### src/rtl/spi_sample_master.sv
// Mode-0 SPI master: frames 10-bit samples as {SYNC, seq, 6'b0, sample} and shifts them out MSB first,
// capturing the 32-bit word returned on sdi in the same transfer.
module spi_sample_master #(
    parameter int          CLK_DIV = 4,
    parameter logic [7:0]  SYNC    = 8'hA5
) (
    input  logic        clk,
    input  logic        reset,
    input  logic [9:0]  tx_data,
    input  logic        tx_valid,
    output logic        tx_ready,
    output logic        sck,
    output logic        sdo,
    input  logic        sdi,
    output logic        cs_n,
    output logic [31:0] rx_data,
    output logic        rx_valid,
    output logic [7:0]  seq
);

    localparam int             DIV_W    = (CLK_DIV > 1) ? $clog2(CLK_DIV) : 1;
    localparam logic [DIV_W-1:0] DIV_LAST = DIV_W'(CLK_DIV - 1);
    localparam logic [5:0]     NBITS    = 6'd32;

    typedef enum logic [2:0] {
        IDLE,
        SETUP,
        HIGH,
        LOW,
        DONE
    } state_t;

    state_t            state, state_d;
    logic [DIV_W-1:0]  div, div_d;
    logic [5:0]        bit_cnt, bit_cnt_d;
    logic [31:0]       tx_sr, tx_sr_d;
    logic [31:0]       rx_sr, rx_sr_d;
    logic              tx_ready_d, sck_d, sdo_d, cs_n_d, rx_valid_d;
    logic [31:0]       rx_data_d;
    logic [7:0]        seq_d;
    logic              div_end;

    assign div_end = (div == DIV_LAST);

    // Every output is a register; the comb block computes their next values from the current state.
    always_ff @(posedge clk or negedge reset) begin
        if (!reset) begin
            state    <= IDLE;
            div      <= '0;
            bit_cnt  <= '0;
            tx_sr    <= '0;
            rx_sr    <= '0;
            tx_ready <= 1'b1;
            sck      <= 1'b0;
            sdo      <= 1'b0;
            cs_n     <= 1'b1;
            rx_data  <= '0;
            rx_valid <= 1'b0;
            seq      <= '0;
        end else begin
            state    <= state_d;
            div      <= div_d;
            bit_cnt  <= bit_cnt_d;
            tx_sr    <= tx_sr_d;
            rx_sr    <= rx_sr_d;
            tx_ready <= tx_ready_d;
            sck      <= sck_d;
            sdo      <= sdo_d;
            cs_n     <= cs_n_d;
            rx_data  <= rx_data_d;
            rx_valid <= rx_valid_d;
            seq      <= seq_d;
        end
    end

    always_comb begin
        state_d    = state;
        div_d      = div;
        bit_cnt_d  = bit_cnt;
        tx_sr_d    = tx_sr;
        rx_sr_d    = rx_sr;
        tx_ready_d = tx_ready;
        sck_d      = sck;
        sdo_d      = sdo;
        cs_n_d     = cs_n;
        rx_data_d  = rx_data;
        rx_valid_d = 1'b0;
        seq_d      = seq;

        case (state)
            IDLE: begin
                if (tx_valid && tx_ready) begin
                    tx_sr_d    = {SYNC, seq, 6'd0, tx_data};
                    sdo_d      = SYNC[7];
                    cs_n_d     = 1'b0;
                    tx_ready_d = 1'b0;
                    div_d      = '0;
                    bit_cnt_d  = '0;
                    state_d    = SETUP;
                end
            end

            // SETUP and LOW both end in a rising edge, unless LOW has finished the last bit.
            SETUP, LOW: begin
                if (!div_end) begin
                    div_d = div + DIV_W'(1);
                end else begin
                    div_d = '0;
                    if (state == LOW && bit_cnt == NBITS) begin
                        cs_n_d     = 1'b1;
                        rx_valid_d = 1'b1;
                        rx_data_d  = rx_sr;
                        seq_d      = seq + 8'd1;
                        state_d    = DONE;
                    end else begin
                        sck_d     = 1'b1;
                        rx_sr_d   = {rx_sr[30:0], sdi};
                        bit_cnt_d = bit_cnt + 6'd1;
                        state_d   = HIGH;
                    end
                end
            end

            HIGH: begin
                if (!div_end) begin
                    div_d = div + DIV_W'(1);
                end else begin
                    div_d = '0;
                    sck_d = 1'b0;
                    // sdo only moves on the falling edge, and not after the final bit.
                    if (bit_cnt != NBITS) begin
                        tx_sr_d = {tx_sr[30:0], 1'b0};
                        sdo_d   = tx_sr[30];
                    end
                    state_d = LOW;
                end
            end

            DONE: begin
                tx_ready_d = 1'b1;
                state_d    = IDLE;
            end

            default: state_d = IDLE;
        endcase
    end

endmodule

### config.mk
export PLATFORM = sky130hd
export DESIGN_NAME = spi_sample_master
export DESIGN_NICKNAME = d
export VERILOG_FILES = /design/src/rtl/spi_sample_master.sv
export SDC_FILE = /design/constraint.sdc
export NUM_CORES = 1
export LEC_CHECK = 0
export ABC_AREA = 1
export CAP_MARGIN = 20
export CORE_UTILIZATION = 35
export DETAILED_ROUTE_END_ITERATION = 6
export MAX_ROUTING_LAYER = met4
export SETUP_SLACK_MARGIN = 0.2
export SYNTH_ARGS = -nofsm -noshare
export SYNTH_HDL_FRONTEND = slang
export SYNTH_SLANG_ARGS = --single-unit
### constraint.sdc
create_clock -name clk -period 3 [get_ports clk]
set_input_delay 0.45 -clock clk [delete_from_list [all_inputs] [get_ports clk]]
set_output_delay 0.45 -clock clk [all_outputs]
set_load 0.05 [all_outputs]
==> out/results.txt <==
The run finished, with violations left. The final reports fail on DRC. The antenna cell count came out at 0. Derived from the worst setup path, the maximum achievable clock frequency is 443 MHz.

After clock tree synthesis, the clock-pin slew on the worst setup and hold paths is 0.05 ns. Setup repair after global routing left no endpoint under its margin. The maximum net fanout on the critical path works out to 4. Met2 routing resource usage after global routing: 27.5%. The synthesized netlist net count is 684, and the latest clock arrival within the worst-skew pair is 0.41 ns. Of the available clock period, the critical path in the final layout requires 75.2%. Final hold violation count: 0. The Yosys step of the flow raised 0 warnings. The share of total power dissipated in combinational logic is 1.6%. The relative slew slack was 48.4%. Once the floorplan was initialized, standard cells occupied 36.3% of the core.

In this run the worst setup path begins at tx_ready. The mux contribution to synthesized area works out to 0%. The worst setup path is captured at an output pin.

Number of instances in the placed design: 886. Clock skew on the completed layout was measured at 0.0100 ns. The number of antenna violations at the first check in global routing is 0, and the H-tree level count is 4.

After synthesis the netlist holds a flip-flop and latch count of 119. A synthesized cell averages 8.01 um^2. The number of top-level design ports is 59.

For this run the aggregate overflow at the end of global routing stands at 0. The number of different library cells used by synthesis comes to 27. The critical-path cell with the highest stage delay was sky130_fd_sc_hd__clkdlybuf4s50_1.

Compound-gate portion of the synthesized area: 0.798%. For this run, the post-layout net count is 739. The CTS buffer count was 17; the post-route DRC violation count was 4. The CTS root buffer is sky130_fd_sc_hd__clkbuf_16. After synthesis, the largest family of logic cells by area is simple AND/OR/NAND/NOR gates.

The run gives 7 as the first-pass iteration count of the detailed router. Once the clock tree was built, the setup fixing pass inserted 0 buffers. The internal power of the cells totals 2.92 mW. The number of buffer and inverter instances along the worst setup path works out to 1. Across the VDD grid, the largest voltage drop is 0.377 mV. After filler insertion, the fill cell instance count of the layout stands at 1420. Timing analysis after detailed placement gives a worst setup slack of 0.866 ns. After clock tree synthesis, the flow added hold-fix buffers numbering 0. Subtracting the final worst setup slack from the clock period gives 2.26 ns.

CTS saw 119 sinks. For the signal arrival time at the worst endpoint, the log shows 1.81 ns. Post-CTS repair changed the size of 0 cells. The via count normalized by instance count came out at 4.89. The region available for standard cell placement spans 14700 um^2. The via count of the first global-routing pass was 4522; the accumulated negative setup slack was 0 ns.

Across all layers, the routed design uses 4487 vias. The synthesized-area fraction occupied by xor and xnor cells came out at 0.821%. The total wire length after detailed routing was 12200 um; the signed area change from the synthesized netlist to the final layout was 25.2%. Slew at the pin closest to its max-slew limit: 0.769 ns. Post-synthesis adder-cell area fraction: 0.939%. For the violation count after the first detailed-routing iteration, the log shows 404. For this design the ratio of total power to cell area is 552 nW/um^2. The HPWL after detailed placement is 7610 um.

The logs give 5330 um^2 for the post-synthesis instance area and 0 for the post-route antenna net violation count. The worst register-to-register path begins at state[0]. Leaving out filler cells and counting taps, the final layout contains 918. The number of buffers inserted by port buffering came out at 58.

Entering global routing, the biggest net connects 54 pins. The count of final setup violators is 0. TritonCTS built the clock tree. Of the cells placed in the final design, the portion with a size suffix greater than 1 is 7.90%.

The number of rows in the core area came out at 44. STA classifies the critical path startpoint as a register. The floorplan step defined a die boundary enclosing 15700 um^2. The switching component of the power came out at 0.769 mW.

In the global route stage, met1 resource usage came out at 22.4%. Per report_power, the sequential group accounts for 43.8% of the total. The detail-routed net length per standard cell is 13.3 um, and the fraction of power spent switching nets is 20.9%.

The final weighted congestion in routability-driven placement was 0.825. Start-to-end type of the worst setup path: register to output pin. The tools report the proportion of synthesized chip area in sequential cells as 55.9%. In this run the static leakage power is 3.59 nW. The height of the die is 125 um. Setup slack on the critical path of the routed design comes to 0.744 ns.

The horizontal die dimension was 125 um. Synthesis handed over a netlist of 666 instances. STA puts the critical path data required time at 2.55 ns. Across the run, the number of max-cap violations was 0. After Yosys synthesis, and, or, nand and nor cells account for 36.9% of the synthesized area.

The met3 routing resource usage after global routing came out at 4.62%. The first global-routing pass estimated 21800 um of wire. The largest single stage delay on the critical path is 0.82 ns.

For the share of power burned in the clock network, the log shows 54.6%. Kind of cell adding the most delay to the critical path: buffers and inverters. The logs give 0 for the number of slew-limit violations in the final report and 2 for the buffer levels on the longest clock path. The critical path goes through clkdlybuf4s50_1. The path class of the tightest hold or removal check is primary input to async pin. The most crowded layer after global routing is met2. The total global routing track utilization is 17.8%.
power by group through the flow:
stage               Combinational [mW]  Clock (mW)  Sequential, mW
floorplan                      0.00342           0            1.64
global placement                0.0597           0            1.64
detailed placement              0.0607           0            1.64
CTS                             0.0612        2.05            1.62
global route                    0.0668        2.12            1.62
finish                          0.0577        2.01            1.62
cells by family (layout without fill, tap and decap cells):
kind of cell / after synthesis / in the layout
XOR/XNOR: 5 / 5
adder cells (fa/ha/maj): 4 / 4
AO/OA/AOI/OAI: 7 / 7
flip-flops: 119 / 119
AND/OR/NAND/NOR: 474 / 474
buffers and inverters: 57 / 125
final timing paths:
path	depth (start not counted)	slack, ns	end
worst max-delay path	1	0.74	tx_ready
worst min-delay path	1	0.04	tx_sr[6]
worst max register to register	7	0.79	tx_sr[9]
worst min register to register	2	0.46	tx_sr[25]
max in group asynchronous	2	2.19	rx_data[28]
min in group clk	2	0.46	tx_sr[25]
placed cells by master, fill, tap and decap left out:
cell type,netlist,routed
sky130_fd_sc_hd__a22o_1,1,1
sky130_fd_sc_hd__inv_6,0,1
sky130_fd_sc_hd__o21ai_2,1,1
sky130_fd_sc_hd__buf_12,0,2
sky130_fd_sc_hd__nor2_4,1,1
sky130_fd_sc_hd__dfstp_2,2,2
sky130_fd_sc_hd__nand4_1,6,6
sky130_fd_sc_hd__nor3_1,1,1
sky130_fd_sc_hd__nand3_1,72,72
sky130_fd_sc_hd__nand3b_1,11,11
sky130_fd_sc_hd__nor2_1,11,11
sky130_fd_sc_hd__ha_1,4,4
sky130_fd_sc_hd__dfrtp_1,117,117
sky130_fd_sc_hd__xor2_1,1,1
sky130_fd_sc_hd__clkinv_1,1,1
sky130_fd_sc_hd__inv_2,1,1
sky130_fd_sc_hd__or2_2,4,4
sky130_fd_sc_hd__o21ai_0,5,5
sky130_fd_sc_hd__clkinvlp_4,0,1
sky130_fd_sc_hd__clkdlybuf4s50_1,0,57
sky130_fd_sc_hd__clkinv_2,0,4
sky130_fd_sc_hd__clkbuf_8,0,3
sky130_fd_sc_hd__buf_4,1,8
sky130_fd_sc_hd__bufinv_16,0,2
sky130_fd_sc_hd__nand3_2,1,1
sky130_fd_sc_hd__xnor2_1,4,4
sky130_fd_sc_hd__nand2_2,4,4
sky130_fd_sc_hd__nor2_2,3,3
sky130_fd_sc_hd__clkinv_4,0,3
sky130_fd_sc_hd__clkbuf_16,0,17
sky130_fd_sc_hd__inv_1,24,24
sky130_fd_sc_hd__nand2_1,360,360
sky130_fd_sc_hd__clkbuf_1,11,1
sequential cells by signal (all words and copies together), names as in the netlist:
name / cells
tx_sr: 31
state: 3
rx_sr: 32
rx_valid: 1
seq: 8
sdo: 1
div: 2
rx_data: 32
sck: 1
tx_ready: 1
bit_cnt: 6
cs_n: 1
synthesized netlist by cell type:
cell                         n  area [um^2]
sky130_fd_sc_hd__o21ai_0     5         25.0
sky130_fd_sc_hd__nor2_2      3         18.8
sky130_fd_sc_hd__dfstp_2     2         52.6
sky130_fd_sc_hd__or2_2       4         25.0
sky130_fd_sc_hd__xor2_1      1         8.76
sky130_fd_sc_hd__inv_1      24         90.1
sky130_fd_sc_hd__nand3_1    72          360
sky130_fd_sc_hd__buf_4       1         7.51
sky130_fd_sc_hd__ha_1        4         50.1
sky130_fd_sc_hd__nor2_1     11         41.3
sky130_fd_sc_hd__o21ai_2     1         8.76
sky130_fd_sc_hd__clkbuf_1   11         41.3
sky130_fd_sc_hd__a22o_1      1         8.76
sky130_fd_sc_hd__nand3b_1   11         82.6
sky130_fd_sc_hd__clkinv_1    1         3.75
sky130_fd_sc_hd__nand4_1     6         37.5
sky130_fd_sc_hd__nor3_1      1         5.00
sky130_fd_sc_hd__inv_2       1         3.75
sky130_fd_sc_hd__buf_1       1         3.75
sky130_fd_sc_hd__xnor2_1     4         35.0
sky130_fd_sc_hd__nand2_2     4         25.0
sky130_fd_sc_hd__nand3_2     1         10.0
sky130_fd_sc_hd__dfrtp_1   117         2930
sky130_fd_sc_hd__buf_6       1         11.3
sky130_fd_sc_hd__nor2_4      1         11.3
sky130_fd_sc_hd__nand2_1   360         1350
sky130_fd_sc_hd__buf_2      17         85.1
through the flow:
| stage | total power, mW | util (%) | hold WS, ns | area (um^2) |
|---|---|---|---|---|
| final | 3.69 | 45.4 | 0.0442 | 6680 |
| after global routing | 3.80 | 45.4 | 0.0915 | 6680 |
| after CTS | 3.73 | 45.4 | 0.0588 | 6680 |
| after detailed placement | 1.70 | 41.4 | 0.456 | 6080 |
| after global placement | 1.70 | 41.4 | 0.450 | 6080 |
| after floorplan | 1.65 | - | 0.154 | 5330 |
metal layers:
metal	wire, um	share of wire (%)
met5	0	0
met4	235	1.9
met3	662	5.4
met2	5570	46
met1	5710	47
area by class of cell:
class | instances | area (um^2) | share of cell area [%]
Inverter | 26 | 97.6 | 1.46
Clock buffer | 21 | 470 | 7.05
Multi-Input combinational cell | 490 | 2100 | 31.5
Sequential cell | 119 | 2980 | 44.6
Timing Repair Buffer | 67 | 671 | 10.0
Tap cell | 184 | 230 | 3.45
Clock inverter | 11 | 123 | 1.84
Power figures use the tool's default switching activity.
